`src/rtl/ram_pkg.sv`:
```
// Shared constants and state encoding for the RAM stream reader.
package ram_pkg;

  localparam int unsigned DATA_W_DEF = 4;
  localparam int unsigned ADDR_W_DEF = 3;
  localparam int unsigned RAM_DEPTH  = 2 ** ADDR_W_DEF;

  typedef enum logic [1:0] {
    StIdle,
    StRead,
    StDrain,
    StDone
  } rd_state_e;

endpackage

```
`src/rtl/stream_skid_buf.sv`:
```
// Two-entry FIFO holding RAM words until the consumer accepts them.
module stream_skid_buf #(
  parameter int unsigned WIDTH = 4
) (
  input  logic             clk,
  input  logic             rst,
  input  logic             push,
  input  logic [WIDTH-1:0] push_data,
  input  logic             pop,
  output logic [WIDTH-1:0] head,
  output logic             full,
  output logic             empty
);

  logic [WIDTH-1:0] mem_q [2];
  logic             rd_ptr;
  logic             wr_ptr;
  logic [1:0]       cnt;
  logic             do_push;
  logic             do_pop;

  assign do_pop  = pop & ~empty;
  // A pop in the same cycle frees the slot being written.
  assign do_push = push & (~full | do_pop);

  always_ff @(posedge clk or posedge rst) begin
    if (rst) begin
      mem_q[0] <= '0;
      mem_q[1] <= '0;
      rd_ptr   <= 1'b0;
      wr_ptr   <= 1'b0;
      cnt      <= 2'd0;
    end else begin
      if (do_push) begin
        mem_q[wr_ptr] <= push_data;
        wr_ptr        <= ~wr_ptr;
      end
      if (do_pop) begin
        rd_ptr <= ~rd_ptr;
      end
      cnt <= cnt + {1'b0, do_push} - {1'b0, do_pop};
    end
  end

  assign head  = mem_q[rd_ptr];
  assign full  = (cnt == 2'd2);
  assign empty = (cnt == 2'd0);

endmodule

```
`src/rtl/ram_stream_reader.sv`:
```
// Reads a burst of consecutive RAM words (wrapping) and streams them out with
// valid/ready handshaking through a 2-entry buffer.
module ram_stream_reader
  import ram_pkg::*;
#(
  parameter int unsigned DATA_W = DATA_W_DEF,
  parameter int unsigned ADDR_W = ADDR_W_DEF
) (
  input  logic              clk,
  input  logic              rst,
  input  logic              start,
  input  logic [ADDR_W-1:0] base_addr,
  input  logic [ADDR_W:0]   count,
  output logic [ADDR_W-1:0] ram_addr,
  input  logic [DATA_W-1:0] ram_do,
  output logic [DATA_W-1:0] out_data,
  output logic              out_valid,
  input  logic              out_ready,
  output logic              busy,
  output logic              done
);

  localparam int unsigned    Depth   = 2 ** ADDR_W;
  localparam logic [ADDR_W:0] FullLen = (ADDR_W + 1)'(Depth);
  localparam logic [ADDR_W:0] OneLeft = (ADDR_W + 1)'(1);

  rd_state_e         state;
  logic [ADDR_W-1:0] nxt_addr;
  logic [ADDR_W:0]   issue_left;
  logic [ADDR_W:0]   xfer_left;
  logic              inflight;
  logic [ADDR_W:0]   burst_len;
  logic              fifo_full;
  logic              fifo_empty;
  logic [1:0]        occ;
  logic              pop;
  logic              can_issue;

  assign burst_len = (count == '0) ? FullLen : count;
  assign out_valid = ~fifo_empty;
  assign pop       = out_valid & out_ready;
  assign occ       = fifo_full ? 2'd2 : (fifo_empty ? 2'd0 : 2'd1);
  // Never let buffered plus returning words exceed the two FIFO slots.
  assign can_issue = ({1'b0, occ} + {2'b00, inflight}) < (3'd2 + {2'b00, pop});

  always_ff @(posedge clk or posedge rst) begin
    if (rst) begin
      state      <= StIdle;
      ram_addr   <= '0;
      nxt_addr   <= '0;
      issue_left <= '0;
      xfer_left  <= '0;
      inflight   <= 1'b0;
      busy       <= 1'b0;
      done       <= 1'b0;
    end else begin
      inflight <= 1'b0;
      done     <= 1'b0;
      if (pop) begin
        xfer_left <= xfer_left - 1'b1;
      end
      case (state)
        StIdle: begin
          if (start) begin
            nxt_addr   <= base_addr;
            issue_left <= burst_len;
            xfer_left  <= burst_len;
            busy       <= 1'b1;
            state      <= StRead;
          end
        end
        StRead: begin
          if (can_issue) begin
            ram_addr   <= nxt_addr;
            nxt_addr   <= nxt_addr + 1'b1;
            inflight   <= 1'b1;
            issue_left <= issue_left - 1'b1;
            if (issue_left == OneLeft) begin
              state <= StDrain;
            end
          end
        end
        StDrain: begin
          if (pop && (xfer_left == OneLeft)) begin
            busy  <= 1'b0;
            done  <= 1'b1;
            state <= StDone;
          end
        end
        StDone: begin
          state <= StIdle;
        end
        default: begin
          state <= StIdle;
        end
      endcase
    end
  end

  stream_skid_buf #(
    .WIDTH(DATA_W)
  ) u_fifo (
    .clk      (clk),
    .rst      (rst),
    .push     (inflight),
    .push_data(ram_do),
    .pop      (pop),
    .head     (out_data),
    .full     (fifo_full),
    .empty    (fifo_empty)
  );

endmodule

```
`config.mk`:
```
export PLATFORM = sky130hd
export DESIGN_NAME = ram_stream_reader
export DESIGN_NICKNAME = d
export VERILOG_FILES = /design/src/rtl/ram_pkg.sv /design/src/rtl/stream_skid_buf.sv /design/src/rtl/ram_stream_reader.sv
export SDC_FILE = /design/constraint.sdc
export NUM_CORES = 1
export LEC_CHECK = 0
export ABC_AREA = 1
export BUFFER_PORTS_ARGS = -buffer_cell sky130_fd_sc_hd__buf_2
export CORE_ASPECT_RATIO = 0.6
export CORE_MARGIN = 1.5
export CORE_UTILIZATION = 55
export CTS_BUF_LIST = sky130_fd_sc_hd__clkbuf_8 sky130_fd_sc_hd__clkbuf_16
export DETAILED_ROUTE_END_ITERATION = 10
export PLACE_DENSITY_LB_ADDON = 0.1
export SLEW_MARGIN = 20
export SYNTH_ARGS = -nofsm -noshare
export SYNTH_HDL_FRONTEND = slang
export SYNTH_SLANG_ARGS = --single-unit
```
`constraint.sdc`:
```
create_clock -name clk -period 2.4 [get_ports clk]
set_clock_uncertainty 0.2 [all_clocks]
set_input_delay 0 -clock clk [delete_from_list [all_inputs] [get_ports clk]]
set_output_delay 0 -clock clk [all_outputs]
set_load 0.005 [all_outputs]
```
==> impl_metrics.env, run 1 <==
export IMPL_run_status="finished clean"
export IMPL_cap_violations=0
export IMPL_critPathMaxStageDelay_ps=570
export IMPL_first_pass_iters=4
export IMPL_post_cts_buffers=0
export IMPL_n_antenna_cell=0
export IMPL_finalPower_mw=3.04
export IMPL_start_util_pct=60.6
export IMPL_post_route_cells_drive_above_1_share_pct=25.3
export IMPL_cts_buffer_depth=2
export IMPL_crit_arrival_ps=1920
export IMPL_die_h_um=47.6
export IMPL_portBuffers=24
export IMPL_critPathSlowestCell="dlygate4sd3_1"
export IMPL_clock_power_share_pct=17.4
export IMPL_cts_clk_slew_worst_paths_ps=70
export IMPL_rows=15
export IMPL_crit_fanout=6
export IMPL_grtUsageTotal_pct=24.6
export IMPL_swShare_pct=43.1
export IMPL_cts_htree_levels=2
export IMPL_start_kind="flop"
export IMPL_path_cells="inv_1 > ha_1 > nand2_1 > o211ai_1 > o21ai_0 > dlygate4sd3_1"
export IMPL_io_pin_count=25
export IMPL_fin_setup_tns_ps=0
export IMPL_drt_iter0_drc=83
export IMPL_syn_inst=215
export IMPL_ys_ff_latch=31
export IMPL_report_final_slew_viol_count=0
export IMPL_die_area_um2=3670
export IMPL_antenna_found_initial=0
export IMPL_cts_tree="yes"
export IMPL_setup_viol=0
export IMPL_finalCritPeriodShare_pct=81.4
export IMPL_ys_warnings_count=0
export IMPL_vias=1526
export IMPL_peakVddDrop_mv=0.797
export IMPL_syn_nets=242
export IMPL_combinationalPowerShare_pct=49.9
export IMPL_hold_path_class="primary input to async pin"
export IMPL_syn_avg_cell_area_um2=8.46
export IMPL_syn_area_um2=1820
export IMPL_worstMarginPinSlew_ps=378
export IMPL_clk_latency_ps=280
export IMPL_syn_to_final_growth_pct=23.2
export IMPL_seq_area_frac_synth_pct=42.6
export IMPL_antenna_left=0
export IMPL_post_route_drc_count=0
export IMPL_p_switching_mw=1.31
export IMPL_fin_crit_ps=1950
export IMPL_cts_root_buf="clkbuf_8"
export IMPL_gp_congestion=0.909
export IMPL_ys_types=29
export IMPL_seqPwrFrac_pct=32.7
export IMPL_worstSetupPathType="flop to flop"
export IMPL_dp_hpwl_mm=2.86
export IMPL_cts_resized_gates=0
export IMPL_p_int_mw=1.73
export IMPL_slew_headroom_pct=74.8
export IMPL_p_leak_nw=1.22
export IMPL_core_um2=3000
export IMPL_drt_total_wl_mm=3.92
export IMPL_via_per_inst=5.04
export IMPL_rsz0062_at_grt="no"
export IMPL_cts_buffers=5
export IMPL_fmax_mhz=512
export IMPL_routedWlPerCell_um=12.9
export IMPL_grt_max_degree=32
export IMPL_hold_viol=0
export IMPL_pwr_density_cell_nw_per_um2=1360
export IMPL_grt_ovfl_total=0
export IMPL_worstSetupEndpointType="flop"
export IMPL_die_w_um=77.3
export IMPL_cts_sinks=31
export IMPL_critPathRequiredTime_ps=2360
export IMPL_grt_pass1_wl_mm=6.72
export IMPL_grt_pass1_vias=1492
export IMPL_nets=287
## critical path: cells and delay by family, from the launching register on
kind / cells / cell delay, ps
fa+ha+maj: 1 / 180
flops: 1 / 400
buf+inv: 2 / 690
compound gates: 2 / 250
simple gates: 1 / 140
## sequential cells by signal (all words and copies together), names as in the netlist, 2 cells and up
register / cells
issue_left: 4
nxt_addr: 3
ram_addr: 3
state: 2
u_fifo.cnt: 2
u_fifo.mem_q: 8
xfer_left: 4
## power by group through the flow
| stage | logic, mW | clock network, mW | registers, mW |
|---|---|---|---|
| 2_1_floorplan | 1.20 | 0 | 0.939 |
| 3_3_place_gp | 1.36 | 0 | 0.975 |
| 3_5_place_dp | 1.46 | 0 | 0.987 |
| 4_1_cts | 1.51 | 0.541 | 0.985 |
| 5_1_grt | 1.72 | 0.569 | 1.02 |
| 6_report | 1.52 | 0.530 | 0.994 |
## cell families (layout without fill, tap and decap cells)
logic type,Yosys count,after routing,share of synthesized area [%]
buffers and inverters,37,83,9.42
muxes,1,1,0.550
and+or+nand+nor,98,98,25.7
adders and majority gates,12,12,8.25
DFF,31,31,42.6
xor gates and xnor gates,4,4,1.93
AOI/OAI and AO/OA,32,32,11.5
## Yosys cell counts (all sizes together)
library cell	n	area share, %
nand2	74	18
inv	32	6.6
dfrtp	31	43
o21ai	20	7.2
ha	12	8.3
nor2	8	1.7
nand3	7	2.6
a21oi	6	1.9
buf	5	2.8
nand4	4	1.4
or2	4	1.4
a22oi	3	1.2
xor2	3	1.4
o211ai	2	0.83
mux2i	1	0.55
nor3	1	0.27
o21bai	1	0.41
xnor2	1	0.48
## cell usage in the layout, fill, tap and decap left out
cell           count
nand2_1           59
dfrtp_1           31
inv_1             29
buf_2             24
dlygate4sd3_1     16
ha_1              12
o21ai_0           11
nand2_2           11
nor2_1             8
o21ai_2            8
nand3_1            6
clkbuf_8           6
a21oi_1            5
nand2_4            4
nand4_1            4
inv_2              3
or2_2              3
a22oi_1            3
xor2_1             3
buf_4              3
o211ai_1           2
nand3_4            1
a21oi_2            1
mux2i_1            1
o21ai_1            1
xnor2_1            1
o21bai_1           1
or2_0              1
nor3_1             1
bufinv_16          1
clkinv_2           1
## worst paths after layout
path,start,end,slack (ps),depth (start not counted)
hold reg to reg,u_fifo.mem_q[7],u_fifo.mem_q[7],300,2
setup reg to reg,state[0],xfer_left[1],450,6
setup / recovery,state[0],xfer_left[1],450,6
hold / removal,rst,u_fifo.mem_q[2],120,4
min in group clk,u_fifo.mem_q[7],u_fifo.mem_q[7],300,2
max in group asynchronous,rst,u_fifo.rd_ptr,1600,4
## per-layer routing
metal	vias to the layer above	GRT usage, %	wire (µm)
met1	721	31.9	1840
met2	36	42.8	1880
met3	5	5.33	163
met5	-	0	0
met4	0	8.36	30
li1	764	-	-
## layout make-up
type	count	area (µm²)
tap	42	52.6
multi-input combinational	147	872
clock buffer	6	82.6
sequential	31	776
fill	215	762
inverter	32	120
timing repair buffer	43	303
clock inverter	2	35.0
## metrics by stage
step           std cells  instance area (µm²)  worst slack, ps  utilization [%]  hold slack (ps)
2_1_floorplan        215                 1820              646                -            -96.5
5_1_grt              303                 2240              317             74.6              183
6_report             303                 2240              448             74.6              124
4_1_cts              303                 2240              458             74.6              132
3_5_place_dp         279                 1960              481             65.4             -103
3_3_place_gp         279                 1960              598             65.4             -105
## timing repair
action,in CTS,in global routing
hold buffers,16,0
endpoints found under the setup margin,0,0
endpoints found under the hold margin,52,0
No activity file was read; power rests on OpenSTA's default activity.
==> inputs of run 2 (changes only) <==
==> constraint.sdc (replaced) <==
create_clock -name clk -period 1.94 [get_ports clk]
set_clock_uncertainty 0.2 [all_clocks]
set_input_delay 0 -clock clk [delete_from_list [all_inputs] [get_ports clk]]
set_output_delay 0 -clock clk [all_outputs]
set_load 0.005 [all_outputs]
==> run 2 against run 1 <==
Worst hold slack improved by 5.6 ps. Sequential cell count stayed put. Die area is the same. Critical path depth increased by 4. Largest cell class unchanged. Largest power group unchanged.
==> impl_metrics.env, run 2 (synthesized netlist as in run 1, its figures left out) <==
export IMPL_run_status="finished clean"
export IMPL_swShare_pct=43.3
export IMPL_grtUsageMet2_pct=42.3
export IMPL_cts_buffers=5
export IMPL_p_int_mw=2.13
export IMPL_final_common_cell="nand2_1"
export IMPL_grt_util_met3_pct=6.48
export IMPL_syn_to_final_growth_pct=23.1
export IMPL_dp_hpwl_mm=2.81
export IMPL_cts_htree_levels=2
export IMPL_rr_worst_depth=10
export IMPL_peakVddDrop_mv=0.859
export IMPL_worstSetupEndpointType="flop"
export IMPL_dpl_cell_area_um2=1970
export IMPL_start_util_pct=60.6
export IMPL_vias=1509
export IMPL_largest_register_ffs=8
export IMPL_core_um2=3000
export IMPL_clock_power_share_pct=17.7
export IMPL_setup_viol=0
export IMPL_clk_latency_ps=290
export IMPL_via_per_inst=5.00
export IMPL_cts_root_buf="clkbuf_8"
export IMPL_worstMarginPinSlew_ps=398
export IMPL_start_kind="flop"
export IMPL_r2r_slack_ps=160
export IMPL_grt_pass1_wl_mm=6.59
export IMPL_fin_area_um2=2240
export IMPL_grtUsageTotal_pct=24.2
export IMPL_post_route_drc_count=0
export IMPL_n_antenna_cell=0
export IMPL_antenna_found_initial=0
export IMPL_grt_ovfl_total=0
export IMPL_p_leak_nw=1.21
export IMPL_fin_setup_tns_ps=0
export IMPL_drt_iter0_drc=74
export IMPL_die_h_um=47.6
export IMPL_top_usage_layer="met2"
export IMPL_worstSetupPathType="flop to flop"
export IMPL_largestRegisters="u_fifo.mem_q: 8 flops, issue_left: 4 flops, xfer_left: 4 flops"
export IMPL_grt_use_met1_pct=30.1
export IMPL_layout_common_cells="nand2_1, dfrtp_1, inv_1, buf_2, dlygate4sd3_1"
export IMPL_finalPower_mw=3.75
export IMPL_gp_congestion=0.850
export IMPL_rsz0062_at_grt="no"
export IMPL_fillers=226
export IMPL_antenna_left=0
export IMPL_nets=286
export IMPL_post_route_cells_drive_above_1_share_pct=26.2
export IMPL_critPathRequiredTime_ps=1930
export IMPL_rows=15
export IMPL_hold_viol=0
export IMPL_report_final_slew_viol_count=0
export IMPL_fmax_mhz=562
export IMPL_p_switching_mw=1.62
export IMPL_crit_fanout=12
export IMPL_routedWlPerCell_um=12.8
export IMPL_finalCritPeriodShare_pct=91.7
export IMPL_hold_path_class="primary input to async pin"
export IMPL_drt_total_wl_mm=3.87
export IMPL_die_w_um=77.3
export IMPL_top_register="u_fifo.mem_q"
export IMPL_seqPwrFrac_pct=32.6
export IMPL_cap_violations=0
export IMPL_cts_sinks=31
export IMPL_first_pass_iters=4
export IMPL_cts_tree="yes"
export IMPL_worstReg2RegEnd="nxt_addr[0]"
export IMPL_grt_max_degree=32
export IMPL_io_pin_count=25
export IMPL_fin_crit_ps=1780
export IMPL_portBuffers=24
export IMPL_die_area_um2=3670
export IMPL_cts_buffer_depth=2
export IMPL_rr_startpoint="u_fifo.cnt[0]"
export IMPL_combinationalPowerShare_pct=49.7
export IMPL_slew_headroom_pct=73.4
export IMPL_grt_pass1_vias=1474
export IMPL_crit_arrival_ps=1770
export IMPL_cts_clk_slew_worst_paths_ps=70
export IMPL_pwr_density_cell_nw_per_um2=1670
[run 2: layout make-up]
type	count	area [µm²]	share of cell area, %
clock buffer	6	82.6	3.69
sequential	31	776	34.6
tap	42	52.6	2.35
inverter	32	120	5.36
timing repair buffer	42	290	13.0
clock inverter	2	35.0	1.56
multi-input combinational	147	883	39.4
[run 2: metrics by stage]
step / hold slack [ps] / setup slack, ps / instances / util, %
global placement: -108 / 190 / 280 / 65.6
finish: 129 / 162 / 302 / 74.6
floorplan: -96.5 / 186 / 215 / -
global route: 178 / 51.6 / 302 / 74.6
detailed placement: -103 / 92.3 / 280 / 65.6
CTS: 134 / 94.6 / 302 / 74.2
[run 2: critical path: stages, from the launching register on]
cell and delay, ps:
dfrtp_1 430, ha_1 310, inv_1 40, nand2_1 90, nand3_4 90, nand2_4 90
nand2_4 90, nand2_8 140, inv_1 90, nand2_1 70, nand2_1 50
[run 2: worst max path at each step]
| stage | startpoint | end | slack (ps) | cells after the start |
|---|---|---|---|---|
| 6_report | u_fifo.cnt[0] | nxt_addr[0] | 160 | 10 |
| 3_3_place_gp | state[1] | nxt_addr[0] | 190 | 8 |
| 5_1_grt | u_fifo.cnt[0] | nxt_addr[0] | 50 | 10 |
| 4_1_cts | u_fifo.cnt[0] | nxt_addr[0] | 90 | 10 |
| 3_5_place_dp | u_fifo.cnt[0] | nxt_addr[0] | 90 | 10 |
| 2_1_floorplan | u_fifo.cnt[1] | u_fifo.cnt[1] | 190 | 8 |
[run 2: layer usage]
layer | wire length [µm] | vias to the layer above
met3 | 171 | 6
met1 | 1880 | 711
li1 | - | 760
met2 | 1780 | 32
met4 | 44 | 0
met5 | 0 | -
[run 2: what timing repair did]
action / 4_1_cts / 5_1_grt
endpoints found under the hold margin: 52 / 0
setup buffers: 0 / 0
gates resized for setup: 0 / 2
hold buffers: 14 / 0
setup endpoints to repair: 0 / 5
[run 2: power by group through the flow]
| stage | sequential, mW | combinational (mW) | clock [mW] |
|---|---|---|---|
| 4_1_cts | 1.22 | 1.83 | 0.678 |
| 3_3_place_gp | 1.20 | 1.69 | 0 |
| 2_1_floorplan | 1.16 | 1.49 | 0 |
| 3_5_place_dp | 1.22 | 1.80 | 0 |
| 6_report | 1.22 | 1.86 | 0.662 |
| 5_1_grt | 1.26 | 2.13 | 0.696 |
